## src/rtl/sr_cpu_pkg.sv

```systemverilog
// ============================================================================
// Module : sr_cpu_pkg
// Brief  : Shared encodings, FSM state type and width limits for sr_cpu_param.
// Rev    : 1.0 - initial release
// ============================================================================
`default_nettype none

package sr_cpu_pkg;

  localparam logic [2:0] OPC_MOV  = 3'b110;
  localparam logic [2:0] OPC_ALU  = 3'b101;
  localparam logic [2:0] OPC_HALT = 3'b111;

  localparam logic [1:0] OP_MOV_REG = 2'b00;
  localparam logic [1:0] OP_MOV_IMM = 2'b10;
  localparam logic [1:0] OP_ADD     = 2'b00;
  localparam logic [1:0] OP_CMP     = 2'b01;
  localparam logic [1:0] OP_AND     = 2'b10;
  localparam logic [1:0] OP_MVN     = 2'b11;

  localparam logic [1:0] SH_NONE = 2'b00;
  localparam logic [1:0] SH_LSL  = 2'b01;
  localparam logic [1:0] SH_LSR  = 2'b10;
  localparam logic [1:0] SH_ASR  = 2'b11;

  localparam int DW_MIN = 16;
  localparam int DW_MAX = 64;

  typedef enum logic [2:0] {
    S_WAIT      = 3'd0,
    S_DECODE    = 3'd1,
    S_GET_A     = 3'd2,
    S_GET_B     = 3'd3,
    S_ALU       = 3'd4,
    S_WRITE_REG = 3'd5,
    S_WRITE_IMM = 3'd6,
    S_HALT      = 3'd7
  } state_t;

  function automatic logic is_halt(input logic [2:0] opc);
    return opc == OPC_HALT;
  endfunction

endpackage

`default_nettype wire

```

## src/rtl/sr_cpu_regfile.sv

```systemverilog
// ============================================================================
// Module : sr_cpu_regfile
// Brief  : NREG x DW register file, one write port, two combinational reads.
// Rev    : 1.0 - initial release
// ============================================================================
`default_nettype none

module sr_cpu_regfile #(
  parameter int DW   = 16,
  parameter int NREG = 8
) (
  input  logic          clk,
  input  logic          reset,
  input  logic          we,
  input  logic [2:0]    waddr,
  input  logic [DW-1:0] wdata,
  input  logic [2:0]    raddr_a,
  input  logic [2:0]    raddr_b,
  output logic [DW-1:0] rdata_a,
  output logic [DW-1:0] rdata_b
);

  logic [DW-1:0] r_mem [NREG];

  always_ff @(posedge clk or negedge reset) begin
    if (!reset) begin
      for (int i = 0; i < NREG; i++) r_mem[i] <= '0;
    end else if (we) begin
      r_mem[waddr] <= wdata;
    end
  end

  assign rdata_a = r_mem[raddr_a];
  assign rdata_b = r_mem[raddr_b];

endmodule

`default_nettype wire

```

## src/rtl/sr_cpu_param.sv

```systemverilog
// ============================================================================
// Module : sr_cpu_param
// Brief  : Parametrised multicycle core for the simple RISC machine.
//          Optional HALT instruction enabled by macro SR_CPU_HALT_EN.
// Rev    : 1.0 - initial release
// ============================================================================
`default_nettype none

module sr_cpu_param
  import sr_cpu_pkg::*;
#(
  parameter int DW   = 16,
  parameter int NREG = 8
) (
  input  logic          clk,
  input  logic          reset,
  input  logic          s,
  input  logic          load,
  input  logic [15:0]   in,
  output logic [DW-1:0] out,
  output logic          N,
  output logic          V,
  output logic          Z,
  output logic          w
);

  if (DW < DW_MIN || DW > DW_MAX) begin : g_dw_check
    $error("sr_cpu_param: DW out of range");
  end
  if (NREG != 8) begin : g_nreg_check
    $error("sr_cpu_param: NREG must be 8");
  end

  state_t        r_state;
  logic [15:0]   r_ir;
  logic [15:0]   r_xir;
  logic [DW-1:0] r_a;
  logic [DW-1:0] r_b;
  logic [DW-1:0] r_c;
  logic          r_n;
  logic          r_v;
  logic          r_z;
  logic          r_w;

  // Execution uses a snapshot taken at start so a same-edge load only updates IR.
  logic [2:0]    w_opc;
  logic [1:0]    w_op;
  logic [2:0]    w_rn;
  logic [2:0]    w_rd;
  logic [1:0]    w_sh;
  logic [2:0]    w_rm;
  logic [7:0]    w_imm;
  assign w_opc = r_xir[15:13];
  assign w_op  = r_xir[12:11];
  assign w_rn  = r_xir[10:8];
  assign w_rd  = r_xir[7:5];
  assign w_sh  = r_xir[4:3];
  assign w_rm  = r_xir[2:0];
  assign w_imm = r_xir[7:0];

  logic          w_we;
  logic [2:0]    w_waddr;
  logic [DW-1:0] w_wdata;
  logic [DW-1:0] w_rdata_a;
  logic [DW-1:0] w_rdata_b;

  assign w_we    = (r_state == S_WRITE_REG) || (r_state == S_WRITE_IMM);
  assign w_waddr = (r_state == S_WRITE_IMM) ? w_rn : w_rd;
  assign w_wdata = (r_state == S_WRITE_IMM) ? {{(DW-8){w_imm[7]}}, w_imm} : r_c;

  sr_cpu_regfile #(
    .DW   (DW),
    .NREG (NREG)
  ) u_regfile (
    .clk     (clk),
    .reset   (reset),
    .we      (w_we),
    .waddr   (w_waddr),
    .wdata   (w_wdata),
    .raddr_a (w_rn),
    .raddr_b (w_rm),
    .rdata_a (w_rdata_a),
    .rdata_b (w_rdata_b)
  );

  logic [DW-1:0] w_bsh;
  always_comb begin
    w_bsh = r_b;
    case (w_sh)
      SH_LSL:  w_bsh = {r_b[DW-2:0], 1'b0};
      SH_LSR:  w_bsh = {1'b0, r_b[DW-1:1]};
      SH_ASR:  w_bsh = {r_b[DW-1], r_b[DW-1:1]};
      default: w_bsh = r_b;
    endcase
  end

  logic [DW-1:0] w_sum;
  logic [DW-1:0] w_diff;
  logic [DW-1:0] w_res;
  logic          w_ovf;
  assign w_sum  = r_a + w_bsh;
  assign w_diff = r_a - w_bsh;

  always_comb begin
    w_res = w_bsh;
    w_ovf = 1'b0;
    if (w_opc == OPC_ALU) begin
      case (w_op)
        OP_ADD: begin
          w_res = w_sum;
          w_ovf = (r_a[DW-1] == w_bsh[DW-1]) && (w_sum[DW-1] != r_a[DW-1]);
        end
        OP_CMP: begin
          w_res = w_diff;
          w_ovf = (r_a[DW-1] != w_bsh[DW-1]) && (w_diff[DW-1] != r_a[DW-1]);
        end
        OP_AND:  w_res = r_a & w_bsh;
        default: w_res = ~w_bsh;
      endcase
    end
  end

  always_ff @(posedge clk or negedge reset) begin
    if (!reset) begin
      r_state <= S_WAIT;
      r_ir    <= '0;
      r_xir   <= '0;
      r_a     <= '0;
      r_b     <= '0;
      r_c     <= '0;
      r_n     <= 1'b0;
      r_v     <= 1'b0;
      r_z     <= 1'b0;
      r_w     <= 1'b1;
    end else begin
      case (r_state)
        S_WAIT: begin
          if (load) r_ir <= in;
          if (s) begin
            r_xir   <= r_ir;
            r_state <= S_DECODE;
            r_w     <= 1'b0;
          end
        end
        S_DECODE: begin
          if (w_opc == OPC_MOV && w_op == OP_MOV_IMM) begin
            r_state <= S_WRITE_IMM;
          end else if (w_opc == OPC_MOV && w_op == OP_MOV_REG) begin
            r_state <= S_GET_B;
          end else if (w_opc == OPC_ALU) begin
            r_state <= (w_op == OP_MVN) ? S_GET_B : S_GET_A;
`ifdef SR_CPU_HALT_EN
          end else if (is_halt(w_opc)) begin
            r_state <= S_HALT;
`endif
          end else begin
            r_state <= S_WAIT;
            r_w     <= 1'b1;
          end
        end
        S_GET_A: begin
          r_a     <= w_rdata_a;
          r_state <= S_GET_B;
        end
        S_GET_B: begin
          r_b     <= w_rdata_b;
          r_state <= S_ALU;
        end
        S_ALU: begin
          r_c <= w_res;
          if (w_opc == OPC_ALU) begin
            r_z <= (w_res == '0);
            r_n <= w_res[DW-1];
            r_v <= w_ovf;
          end
          if (w_opc == OPC_ALU && w_op == OP_CMP) begin
            r_state <= S_WAIT;
            r_w     <= 1'b1;
          end else begin
            r_state <= S_WRITE_REG;
          end
        end
`ifdef SR_CPU_HALT_EN
        S_HALT: r_state <= S_HALT;
`endif
        default: begin
          r_state <= S_WAIT;
          r_w     <= 1'b1;
        end
      endcase
    end
  end

  assign out = r_c;
  assign N   = r_n;
  assign V   = r_v;
  assign Z   = r_z;
  assign w   = r_w;

endmodule

`default_nettype wire
```

## config.mk

```make
export PLATFORM = sky130hd
export DESIGN_NAME = sr_cpu_param
export DESIGN_NICKNAME = d
export VERILOG_FILES = /design/src/rtl/sr_cpu_pkg.sv /design/src/rtl/sr_cpu_regfile.sv /design/src/rtl/sr_cpu_param.sv
export SDC_FILE = /design/constraint.sdc
export NUM_CORES = 1
export LEC_CHECK = 0
export BUFFER_PORTS_ARGS = -buffer_cell sky130_fd_sc_hd__buf_4
export CORE_MARGIN = 4
export CORE_UTILIZATION = 40
export DETAILED_ROUTE_END_ITERATION = 8
export GPL_ROUTABILITY_DRIVEN = 0
export HOLD_SLACK_MARGIN = 0.15
export PLACE_DENSITY = 0.61
export SYNTH_ARGS = -nofsm -noshare
export SYNTH_HDL_FRONTEND = slang
export SYNTH_SLANG_ARGS = --single-unit
export TNS_END_PERCENT = 1
```

## constraint.sdc

```tcl
create_clock -name clk -period 8.4 [get_ports clk]
set_input_delay 1.26 -clock clk [delete_from_list [all_inputs] [get_ports clk]]
set_output_delay 1.26 -clock clk [all_outputs]
set_load 0.02 [all_outputs]
```

==> reports/qor.yml <==
yosys:
  synth_top_area_share_pct: 43.00
  postSynthCellCount: 1252
  synth_area_leaders: "dfrtp_1 43%, mux4_2 12%, a21oi_1 5.5%, mux2i_1 4.8%, nor2_1 4.6%"
  syn_area_mm2: 0.01245
  synth_nets: 1309
  synth.avg_cell_area_um2: 9.947
  async_reset_ff_share_pct: 100.0
  synthDistinctLibCells: 67
  synth-seq-area-share_pct: 43.21
  ys_seq_elements: 215
  synth_top_flop_cell: "dfrtp_1"
  yosysTopAreaCell: "dfrtp_1"
  synth_edf_count: 0
  ys_warn_count: 0
die:
  coreArea_mm2: 0.03067
  die_area_mm2: 0.03402
  num_rows: 64
  io_pins: 40
  start_util_pct: 40.60
  dieHeight_um: 184.4
  fp.dieW_um: 184.4
clocking:
  ctsResizeCount: 0
  clkTransAtPathRegs_ns: 0.07
  clockBufferDepth: 3
  ctsRootBufferMaster: "clkbuf_16"
  cts_hold_buf: 0
  clkLatencyLatePin_ns: 0.53
  cts_num_sinks: 215
  cts_tree: "done"
  numCtsBuffers: 25
  ctsHtreeMaxLevel: 1
  cts_setup_buffers: 0
worst_setup_path:
  cp_max_fo: 19
  setup.worst_path.start: "r_xir[3]"
  crit_path_start_kind: "flop"
  critPathKind: "reg2reg"
  worstReg2RegStart: "r_xir[3]"
  worstSetupEndpointType: "flop"
  arrival_ns: 4.71
  crit_required_ns: 8.88
cells_and_area:
  drive_above_1_share_pct: 16.53
  nets: 1306
  syn2layout_area_growth_pct: 11.47
  utilization_pct: 45.26
  antenna_cells: 0
timing:
  worst_pin_slew_ns: 0.9090
  skew_ns: 0.02585
  setup_tns_ns: 0
  maxSlewHeadroom_pct: 39.40
  post-route-period-util_pct: 50.40
  fmax_ghz: 0.2362
  timing.final.max_slew_violations: 0
  finalCriticalPeriod_ns: 4.234
  hold_viol: 0
  setup_viol: 0
  rsz0062_at_grt: "false"
job:
  drv_cap: 0
place:
  port_buffers: 39
  dp_hpwl_mm: 22.51
grt:
  grt_util_all_layers_pct: 20.00
  grt_pass1_wl_mm: 53.88
  grt_pass1_vias: 9426
  overflow: 0
  grt_max_degree: 113
  antenna_found_initial: 1
hold_path:
  hold_start: "r_ir[7]"
  min_path_type: "reg2reg"
routing:
  drcViolationCount: 0
  routedWlPerCell_um: 20.29
  wl_mm: 33.68
  ant_nets: 0
  vias: 9588
  viasPerCell: 5.776
  firstDrtPassIters: 6
  first_iter_violations: 1026
pwr:
  leakage_nw: 6.028
  ir_drop_mv: 0.1956
  powerDensity_mw_per_mm2: 395.5
status:
  status: "completed"
-- state kept, by name, summed over array words and instances (netlist names), 3 cells and up --
register	flops
r_state	3
u_regfile.r_mem	128
r_ir	16
r_xir	16
r_b	16
r_a	16
out	16
-- routing by layer --
| metal | GRT usage, % | part of all wire [%] | vias up | wire length (µm) |
|---|---|---|---|---|
| met4 | 5.176 | 2.4 | 2 | 818 |
| met2 | 31.64 | 46 | 284 | 15500 |
| met3 | 3.237 | 5.8 | 72 | 1964 |
| met5 | 0 | 0.050 | - | 17 |
| li1 | - | - | 4517 | - |
| met1 | 28.91 | 46 | 4713 | 15380 |
-- critical path: stages, from the launching register on --
cell	delay (ns)
dfrtp_1	0.89
mux2i_1	0.17
o21ai_0	0.43
inv_1	0.21
fa_1	0.44
nor2b_1	0.18
o211ai_1	0.32
a21boi_0	0.20
o311a_1	0.34
nor3_1	0.24
a21oi_1	0.12
nor4_1	0.44
nand4_1	0.14
nand2_1	0.08
-- path summary, 6_finish.rpt --
path / endpoint / slack (ns) / depth (start not counted)
max: Z / 4.17 / 13
min: r_xir[7] / 0.48 / 2
max reg2reg: Z / 4.17 / 13
min reg2reg: r_xir[7] / 0.48 / 2
max in group asynchronous: r_xir[8] / 6.26 / 2
min in group asynchronous: u_regfile.r_mem[74] / 0.74 / 1
-- final cells by class --
class	count	area, µm²
Fill cell	2898	16790
Clock buffer	37	710.7
Sequential cell	215	5384
Timing Repair Buffer	58	442.9
Multi-Input combinational cell	920	6659
Inverter	29	108.9
Clock inverter	5	81.33
Tap cell	396	495.5
-- placed cells by master, fill, tap and decap left out, types with 25 or more instances in the layout --
master	instances
a21oi_1	137
mux2_2	35
nor2_1	148
o21ai_0	107
buf_4	57
inv_1	29
mux4_2	64
clkbuf_16	25
nand2_1	132
dfrtp_1	212
mux2i_1	60
ha_1	35
-- cells by family (layout without fill, tap and decap cells) --
kind of cell    after synthesis  count (layout)  synth area share [%]
mux                         159             159                 19.56
fa+ha+maj                    37              37                 3.838
buf+inv                     117             129                 3.597
simple gates                374             374                 13.06
xor+xnor                     10              10                0.7033
flops                       215             215                 43.21
compound gates              340             340                 16.03
-- per-stage QoR --
step	power (mW)	setup slack, ns	instances	hold slack, ns	cell area [µm²]
floorplan	3.678	4.851	1252	0.4460	12450
global placement	4.373	4.332	1618	0.4641	13090
detailed placement	4.414	4.266	1618	0.4755	13090
CTS	5.497	4.261	1660	0.4895	13880
global route	5.875	3.897	1660	0.5185	13880
finish	5.490	4.166	1660	0.4835	13880
-- power by group --
| group | internal (mW) | switching (mW) | total [mW] | leakage [nW] |
|---|---|---|---|---|
| logic | 1.13 | 1.50 | 2.63 | 2.81 |
| clock network | 0.641 | 0.419 | 1.06 | 0.383 |
| registers | 1.41 | 0.387 | 1.80 | 2.83 |
-- synth_stat cells, types with 14 or more instances --
library cell / count
a21oi_1: 137
clkbuf_1: 72
dfrtp_1: 214
ha_1: 35
inv_1: 29
mux2_2: 35
mux2i_1: 60
mux4_2: 64
nand2_1: 132
nor2_1: 152
nor2b_1: 14
nor3_1: 20
o21ai_0: 107
Power figures use the tool's default switching activity.
